===== src/rtl/bcd_countdown_timer.sv =====
// Cascaded BCD countdown timer: parallel load, start/pause control, per-digit borrows, done pulse.
// Optional: define BCD_COUNTDOWN_AUTO_RELOAD_EN to reload the last valid load value on expiry.
module bcd_countdown_timer #(
  parameter int DIGITS = 4
) (
  input  logic                  clk,
  input  logic                  reset,
  input  logic                  load_valid,
  output logic                  load_ready,
  input  logic [4*DIGITS-1:0]   load_value,
  input  logic                  start,
  input  logic                  pause,
  input  logic                  tick,
  output logic [4*DIGITS-1:0]   q,
  output logic [DIGITS-1:1]     borrow,
  output logic                  busy,
  output logic                  done,
  output logic                  load_err
);
  localparam int W = 4 * DIGITS;
  localparam logic [W-1:0] ONE = W'(1);

  typedef enum logic [1:0] {IDLE, RUN, HOLD} state_t;

  state_t          state_reg, state_next;
  logic [W-1:0]    q_reg, q_next, q_dec, reload_val;
  logic            done_reg, done_next, err_reg, err_next;
  logic [DIGITS:0] zero_prefix;
  logic [DIGITS-1:0] digit_bad;
  logic            te, load_acc, load_ok, q_is_zero, q_is_one, expire, reload_hit;

  // zero_prefix[i]: digits 0..i-1 are all zero, i.e. digit i takes a borrow on te
  assign zero_prefix[0] = 1'b1;

  genvar gi;
  generate
    for (gi = 0; gi < DIGITS; gi++) begin : g_digit
      logic [3:0] d;
      assign d                  = q_reg[4*gi +: 4];
      assign zero_prefix[gi+1]  = zero_prefix[gi] && (d == 4'd0);
      assign q_dec[4*gi +: 4]   = zero_prefix[gi] ? ((d == 4'd0) ? 4'd9 : d - 4'd1) : d;
      assign digit_bad[gi]      = load_value[4*gi +: 4] > 4'd9;
    end
    for (gi = 1; gi < DIGITS; gi++) begin : g_borrow
      assign borrow[gi] = te && zero_prefix[gi];
    end
  endgenerate

  assign te        = tick && (state_reg == RUN) && !pause;
  assign load_acc  = load_valid && (state_reg == IDLE);
  assign load_ok   = ~|digit_bad;
  assign q_is_zero = zero_prefix[DIGITS];
  assign q_is_one  = (q_reg == ONE);
  assign expire    = te && q_is_one;

`ifdef BCD_COUNTDOWN_AUTO_RELOAD_EN
  logic [W-1:0] reload_reg;
  always_ff @(posedge clk) begin
    if (reset)
      reload_reg <= '0;
    else if (load_acc && load_ok)
      reload_reg <= load_value;
  end
  assign reload_val = reload_reg;
`else
  assign reload_val = '0;
`endif
  assign reload_hit = (reload_val != '0);

  // State register
  always_ff @(posedge clk) begin
    if (reset)
      state_reg <= IDLE;
    else
      state_reg <= state_next;
  end

  // Next-state logic; a same-cycle load request always suppresses start
  always_comb begin
    state_next = state_reg;
    case (state_reg)
      IDLE:    if (!load_valid && start && !q_is_zero) state_next = RUN;
      RUN: begin
        if (pause)                      state_next = HOLD;
        else if (expire && !reload_hit) state_next = IDLE;
      end
      HOLD:    if (!pause) state_next = RUN;
      default: state_next = IDLE;
    endcase
  end

  // Output logic
  always_comb begin
    load_ready = (state_reg == IDLE);
    busy       = (state_reg != IDLE);
  end

  // Count and pulse datapath
  always_comb begin
    q_next    = q_reg;
    done_next = 1'b0;
    err_next  = 1'b0;
    if (load_acc) begin
      if (load_ok) q_next   = load_value;
      else         err_next = 1'b1;
    end else if ((state_reg == IDLE) && start && q_is_zero) begin
      done_next = 1'b1;
    end else if (expire) begin
      q_next    = reload_val;
      done_next = 1'b1;
    end else if (te) begin
      q_next = q_dec;
    end
  end

  always_ff @(posedge clk) begin
    if (reset) begin
      q_reg    <= '0;
      done_reg <= 1'b0;
      err_reg  <= 1'b0;
    end else begin
      q_reg    <= q_next;
      done_reg <= done_next;
      err_reg  <= err_next;
    end
  end

  assign q        = q_reg;
  assign done     = done_reg;
  assign load_err = err_reg;

endmodule


===== config.mk =====
export PLATFORM = sky130hd
export DESIGN_NAME = bcd_countdown_timer
export DESIGN_NICKNAME = d
export VERILOG_FILES = /design/src/rtl/bcd_countdown_timer.sv
export SDC_FILE = /design/constraint.sdc
export NUM_CORES = 1
export LEC_CHECK = 0
export ABC_AREA = 1
export CORE_MARGIN = 5
export CORE_UTILIZATION = 52
export CTS_CLUSTER_SIZE = 30
export DETAILED_ROUTE_END_ITERATION = 6
export GPL_TIMING_DRIVEN = 1
export PLACE_DENSITY = 0.86
export SYNTH_ARGS = -nofsm -noshare
export SYNTH_HDL_FRONTEND = slang
export SYNTH_SLANG_ARGS = --single-unit

===== constraint.sdc =====
create_clock -name clk -period 3.84 [get_ports clk]
set_input_delay 0.768 -clock clk [delete_from_list [all_inputs] [get_ports clk]]
set_output_delay 0.768 -clock clk [all_outputs]
set_load 0.02 [all_outputs]

== Word level (Yosys, flattened, before mapping) ==
Cells that the tools add are included.
Storage, ports and cells
  register bits after elaboration: 20
  output and inout bits: 23
  logic and storage cells: 79
Operators by class
  add/subtract/negate cells: 4
  $lt $le $gt $ge: 4
  eq/ne operators: 8
  muxes and demuxes: 20
  bitwise logic cells: 1
  reduce and logical (&&, ||, !) cells: 35
Operators with widths (number)
  two-way mux 16 bit: 5
  two-way mux 4 bit: 7
  == test 16 x 1 -> 1 bit (second input constant): 1
  > comparator 4 bit (second input constant): 4
  logical NOT 4 bit: 4
  subtractor 4 x 1 -> 4 bit (second input constant): 4
  logical AND 1 bit: 14
  AND reduction 4 bit: 3
  nonzero test 3 bit: 4
  two-way mux 2 bit: 4
  != test 2 bit (second input constant): 3
  one-hot mux 2 bit (3 select lines): 1
  AND reduction 3 bit: 2
  OR reduction 2 bit: 2
  OR reduction 4 bit: 1
  logical NOT 1 bit: 3
  two-way mux 1 bit: 3
  != test 3 bit (second input constant): 1
  == test 2 x 1 -> 1 bit (second input constant): 1
  == test 2 bit (second input constant): 1
  logical NOT 2 bit: 1
  != test 2 x 1 -> 1 bit (second input constant): 1
  nonzero test 2 bit: 1
  NOT 1 bit: 1

== Logic depth before layout (Yosys ltp) ==
  depth in word-level cells: 8
  gate-level depth with buffers: 12

== Worst setup path before layout ==
OpenSTA, ideal clock, no wires.
  path kind: input-to-output
  start: input port tick
  end: output port borrow[2] in the netlist's numbering
  arrival time: 1510 ps
  path slack: 1562 ps
  cell stages on the path: 4
  buffers on the path: 0
  path through: nand3_2 nor2_4 inv_1 nor3_1
Between the ends
  longest elaborated chain between the ends: 3
RTL lines
  start, declared: line 13  | input logic tick,
  logical AND 1 bit (2 in a row): line 49  | assign te = tick && (state_reg == RUN) && !pause;
  logical AND 1 bit: line 45  | assign borrow[gi] = te && zero_prefix[gi];
  end, declared: line 15  | output logic [DIGITS-1:1] borrow,
No other way between the ends.

== Worst setup path in the final report ==
  start: register q_reg[0] (netlist: q[0])
  end: output port borrow[3] in the netlist's numbering
Between the ends
  longest elaborated chain between the ends: 4
RTL lines
  start, declared: line 26  | logic [W-1:0] q_reg, q_next, q_dec, reload_val;
  start signal, assigned: line 122  | q_reg <= q_next;
  logical NOT 4 bit: line 40  | assign zero_prefix[gi+1] = zero_prefix[gi] && (d == 4'd0);
  logical AND 1 bit (2 in a row): line 40
  logical AND 1 bit: line 45
No other way between the ends.

==> impl_metrics.csv <==
group,metric,value,unit
hold_path,worst_hold_depth,2,
worst_setup_path,crit_chain,"inv_1, ha_1, inv_1, nor2_2, nand2_1, nor2_2, nand2_1, nor2_1, clkdlybuf4s50_1",
placed_design,placement.io_buffers,44,
worst_setup_path,critical_path_buf_inv_count,3,
synthesis,postSynth.asyncResetShare,0,%
worst_setup_path,reg2reg_setup_slack,1.81,ns
placed_design,dp.final_hpwl,2940,µm
worst_setup_path,critical_path.max_stage_delay,0.62,ns
sta,grt_setup_unrepaired,"no",
global_route,grt_max_degree,21,
sta,timing.clock.skew,0.00400,ns
routing,vias,1693,
worst_setup_path,critical_path.slowest_cell,"sky130_fd_sc_hd__clkdlybuf4s50_1",
routing,remaining_drc_errors,0,
sta,worst-slew-pin-transition,0.498,ns
die,fp-row-count,20,
sta,final_min_period_over_clock_period,82.1,%
global_route,grt_first_pass_wirelength,6580,µm
placed_design,place_ws,0.721,ns
die,i_o_pin_count,45,
worst_setup_path,r2r-end,"q[7]",
clocking,cts_hold_buffers,0,
die,coreArea,0.00300,mm²
synthesis,yosysSeqAreaShare,25.2,%
hold_path,whs_endpoint,"q[9]",
power_and_ir_drop,pwrdens,461,mW/mm²
clocking,clk-insertion-delay-late,0.31,ns
sta,setup_viol_count_final,0,
clocking,ctsResizeCount,0,
worst_setup_path,timing.setup.critical_path_class,"register to output pin",
worst_setup_path,cp_max_fo,5,
final_layout,largest_register_ffs,16,
global_route,grt_antenna_before_repair,0,
worst_setup_path,critical_path_required,3.07,ns
synthesis,synth_flop_cell,"sky130_fd_sc_hd__dfxtp_1",
hold_path,holdCritStartpoint,"q[9]",
clocking,clk_pin_slew,0.13,ns
final_layout,diodes,0,
hold_path,worstHoldPathType,"register to register",
clocking,cts_max_level,1,
routing,drt_pre_antenna_iters,4,
run_status,run_status,"completed",
job,max_cap_violations,0,
sta,timing.max_slew.rel_slack,66.8,%
global_route,globalRouteTotalUtil,19.1,%
die,initial_core_util,53.0,%
final_layout,fraction_of_layout_cells_with_a_size_suffix_above_1,11.4,%
clocking,cts_root_buffer_type,"sky130_fd_sc_hd__clkbuf_4",
placed_design,gp_congestion,0.822,
worst_setup_path,cp-startpoint,"q[0]",
worst_setup_path,ff2ff_path_depth,9,
worst_setup_path,critPathTopFamily,"buffers and inverters",
synthesis,synth_cell_types,27,
clocking,tritoncts,"yes",
synthesis,synth_edf_count,0,
synthesis,ys_seq_elements,20,
synthesis,synth_nets,287,
routing,wire_per_inst,11.8,µm
global_route,via_count_of_the_first_global_routing_pass,1527,
global_route,grt-ovfl-total,0,
sta,timing.fmax,317,MHz
worst_setup_path,worstPathArrival,2.38,ns
clocking,cts_setup_buffers,0,
sta,total_negative_setup_slacks,0,ns
final_layout,num-fill-cells,274,
worst_setup_path,setup_crit_end_kind,"output pin",
clocking,numCtsBuffers,3,
worst_setup_path,startpoint_of_the_worst_register_to_register_path,"state_reg[0]",
die,die_width,65.3,µm
die,die_h,65.3,µm
synthesis,ys_warn_count,0,
routing,drt_first_iter_violations,93,
sta,finalCriticalPeriod,3.15,ns
power_and_ir_drop,max-vdd-ir-drop,237,µV
synthesis,synth_cells,257,
routing,drt-total-wl,3900,µm
power_and_ir_drop,static-leakage-power,0.000980,µW
sta,finalMaxSlewViolations,0,
final_layout,area_delta_synth_final,31.0,%
clocking,clock_sink_count,20,
clocking,clock_tree.buffer_depth,2,
synthesis,netlist_area,0.00159,mm²
routing,drt-vias-per-instance,5.10,
routing,ant_nets,0,
die,fp.dieArea,0.00427,mm²
sta,timing_hold_violations_final,0,
synthesis,syn_area_per_cell,6.19,µm²
final_layout,design.final.nets,330,
worst_setup_path,critPathLaunchType,"register",
sta,fin_ws,0.688,ns
[metal layers]
| metal | track usage [%] | vias to the layer above | share of wire, % |
|---|---|---|---|
| met5 | 0 | - | 0 |
| met4 | 4.92 | 0 | 0.20 |
| met3 | 2.91 | 2 | 6.0 |
| met2 | 33.5 | 64 | 48 |
| met1 | 24.2 | 733 | 46 |
| li1 | - | 894 | - |
[how the worst max path moves through the flow]
stage               cells past startpoint   endpoint  slack [ns]
CTS                                     9  borrow[3]        0.67
floorplan                               4  borrow[2]        1.56
finish                                  9  borrow[3]        0.69
global route                            9  borrow[3]        0.48
global placement                        6  borrow[2]        0.74
detailed placement                      6  borrow[2]        0.72
[power breakdown]
group          internal (µW)  total [µW]  switching, µW
Sequential               239         268           29.0
Clock                    105         178           72.8
Combinational            212         515            304
Total                    556         962            405
[cells in the final DEF (no fill, tap or decap), types with 7 or more instances in the layout]
master and instances:
sky130_fd_sc_hd__nand2_1 59, sky130_fd_sc_hd__inv_2 9, sky130_fd_sc_hd__nor2_1 53, sky130_fd_sc_hd__nand3b_1 7
sky130_fd_sc_hd__dfxtp_1 20, sky130_fd_sc_hd__inv_1 25, sky130_fd_sc_hd__o21ai_0 11, sky130_fd_sc_hd__clkdlybuf4s50_1 44
sky130_fd_sc_hd__ha_1 8, sky130_fd_sc_hd__nand3_1 20
[cell families after synthesis]
family,share of synthesized area [%]
AO/OA/AOI/OAI,7.55
XOR/XNOR,1.65
adder cells (fa/ha/maj),6.29
buffers and inverters,11.0
flip-flops,25.2
AND/OR/NAND/NOR,48.3
[worst register-to-register path, delay by kind of cell (launching register included)]
family	cells	cell delay, ns
compound gates	1	0.34
simple gates	7	0.96
flops	1	0.38
buf+inv	1	0.30
[through the flow]
step	total power [µW]	instances	util [%]	area (µm²)	hold WS, ns
final	962	332	69.4	2080	0.513
after global routing	1040	332	69.4	2080	0.558
after CTS	967	332	69.4	2080	0.516
after detailed placement	785	328	67.7	2030	0.496
after global placement	778	328	67.7	2030	0.491
after floorplan	638	257	-	1590	0.520
[Yosys cell counts (5+ instances only)]
library cell               number  area [µm²]
sky130_fd_sc_hd__nand3b_1       7        52.6
sky130_fd_sc_hd__o21ai_0       11        55.1
sky130_fd_sc_hd__ha_1           8         100
sky130_fd_sc_hd__inv_2          9        33.8
sky130_fd_sc_hd__nand2_1       59         221
sky130_fd_sc_hd__dfxtp_1       20         400
sky130_fd_sc_hd__nor2_1        53         199
sky130_fd_sc_hd__nand2_2        5        31.3
sky130_fd_sc_hd__inv_1         25        93.8
sky130_fd_sc_hd__nand3_1       20         100
sky130_fd_sc_hd__nand3_2        6        60.1
[area by class of cell]
cell class	count	area (µm²)	share of cell area [%]
clock buffer	3	22.5	1.08
clock inverter	1	30.0	1.44
tap	33	41.3	1.98
timing repair buffer	44	440	21.1
sequential	20	400	19.2
multi-input combinational	196	1020	48.7
inverter	35	134	6.42
No activity file was read; power rests on OpenSTA's default activity.
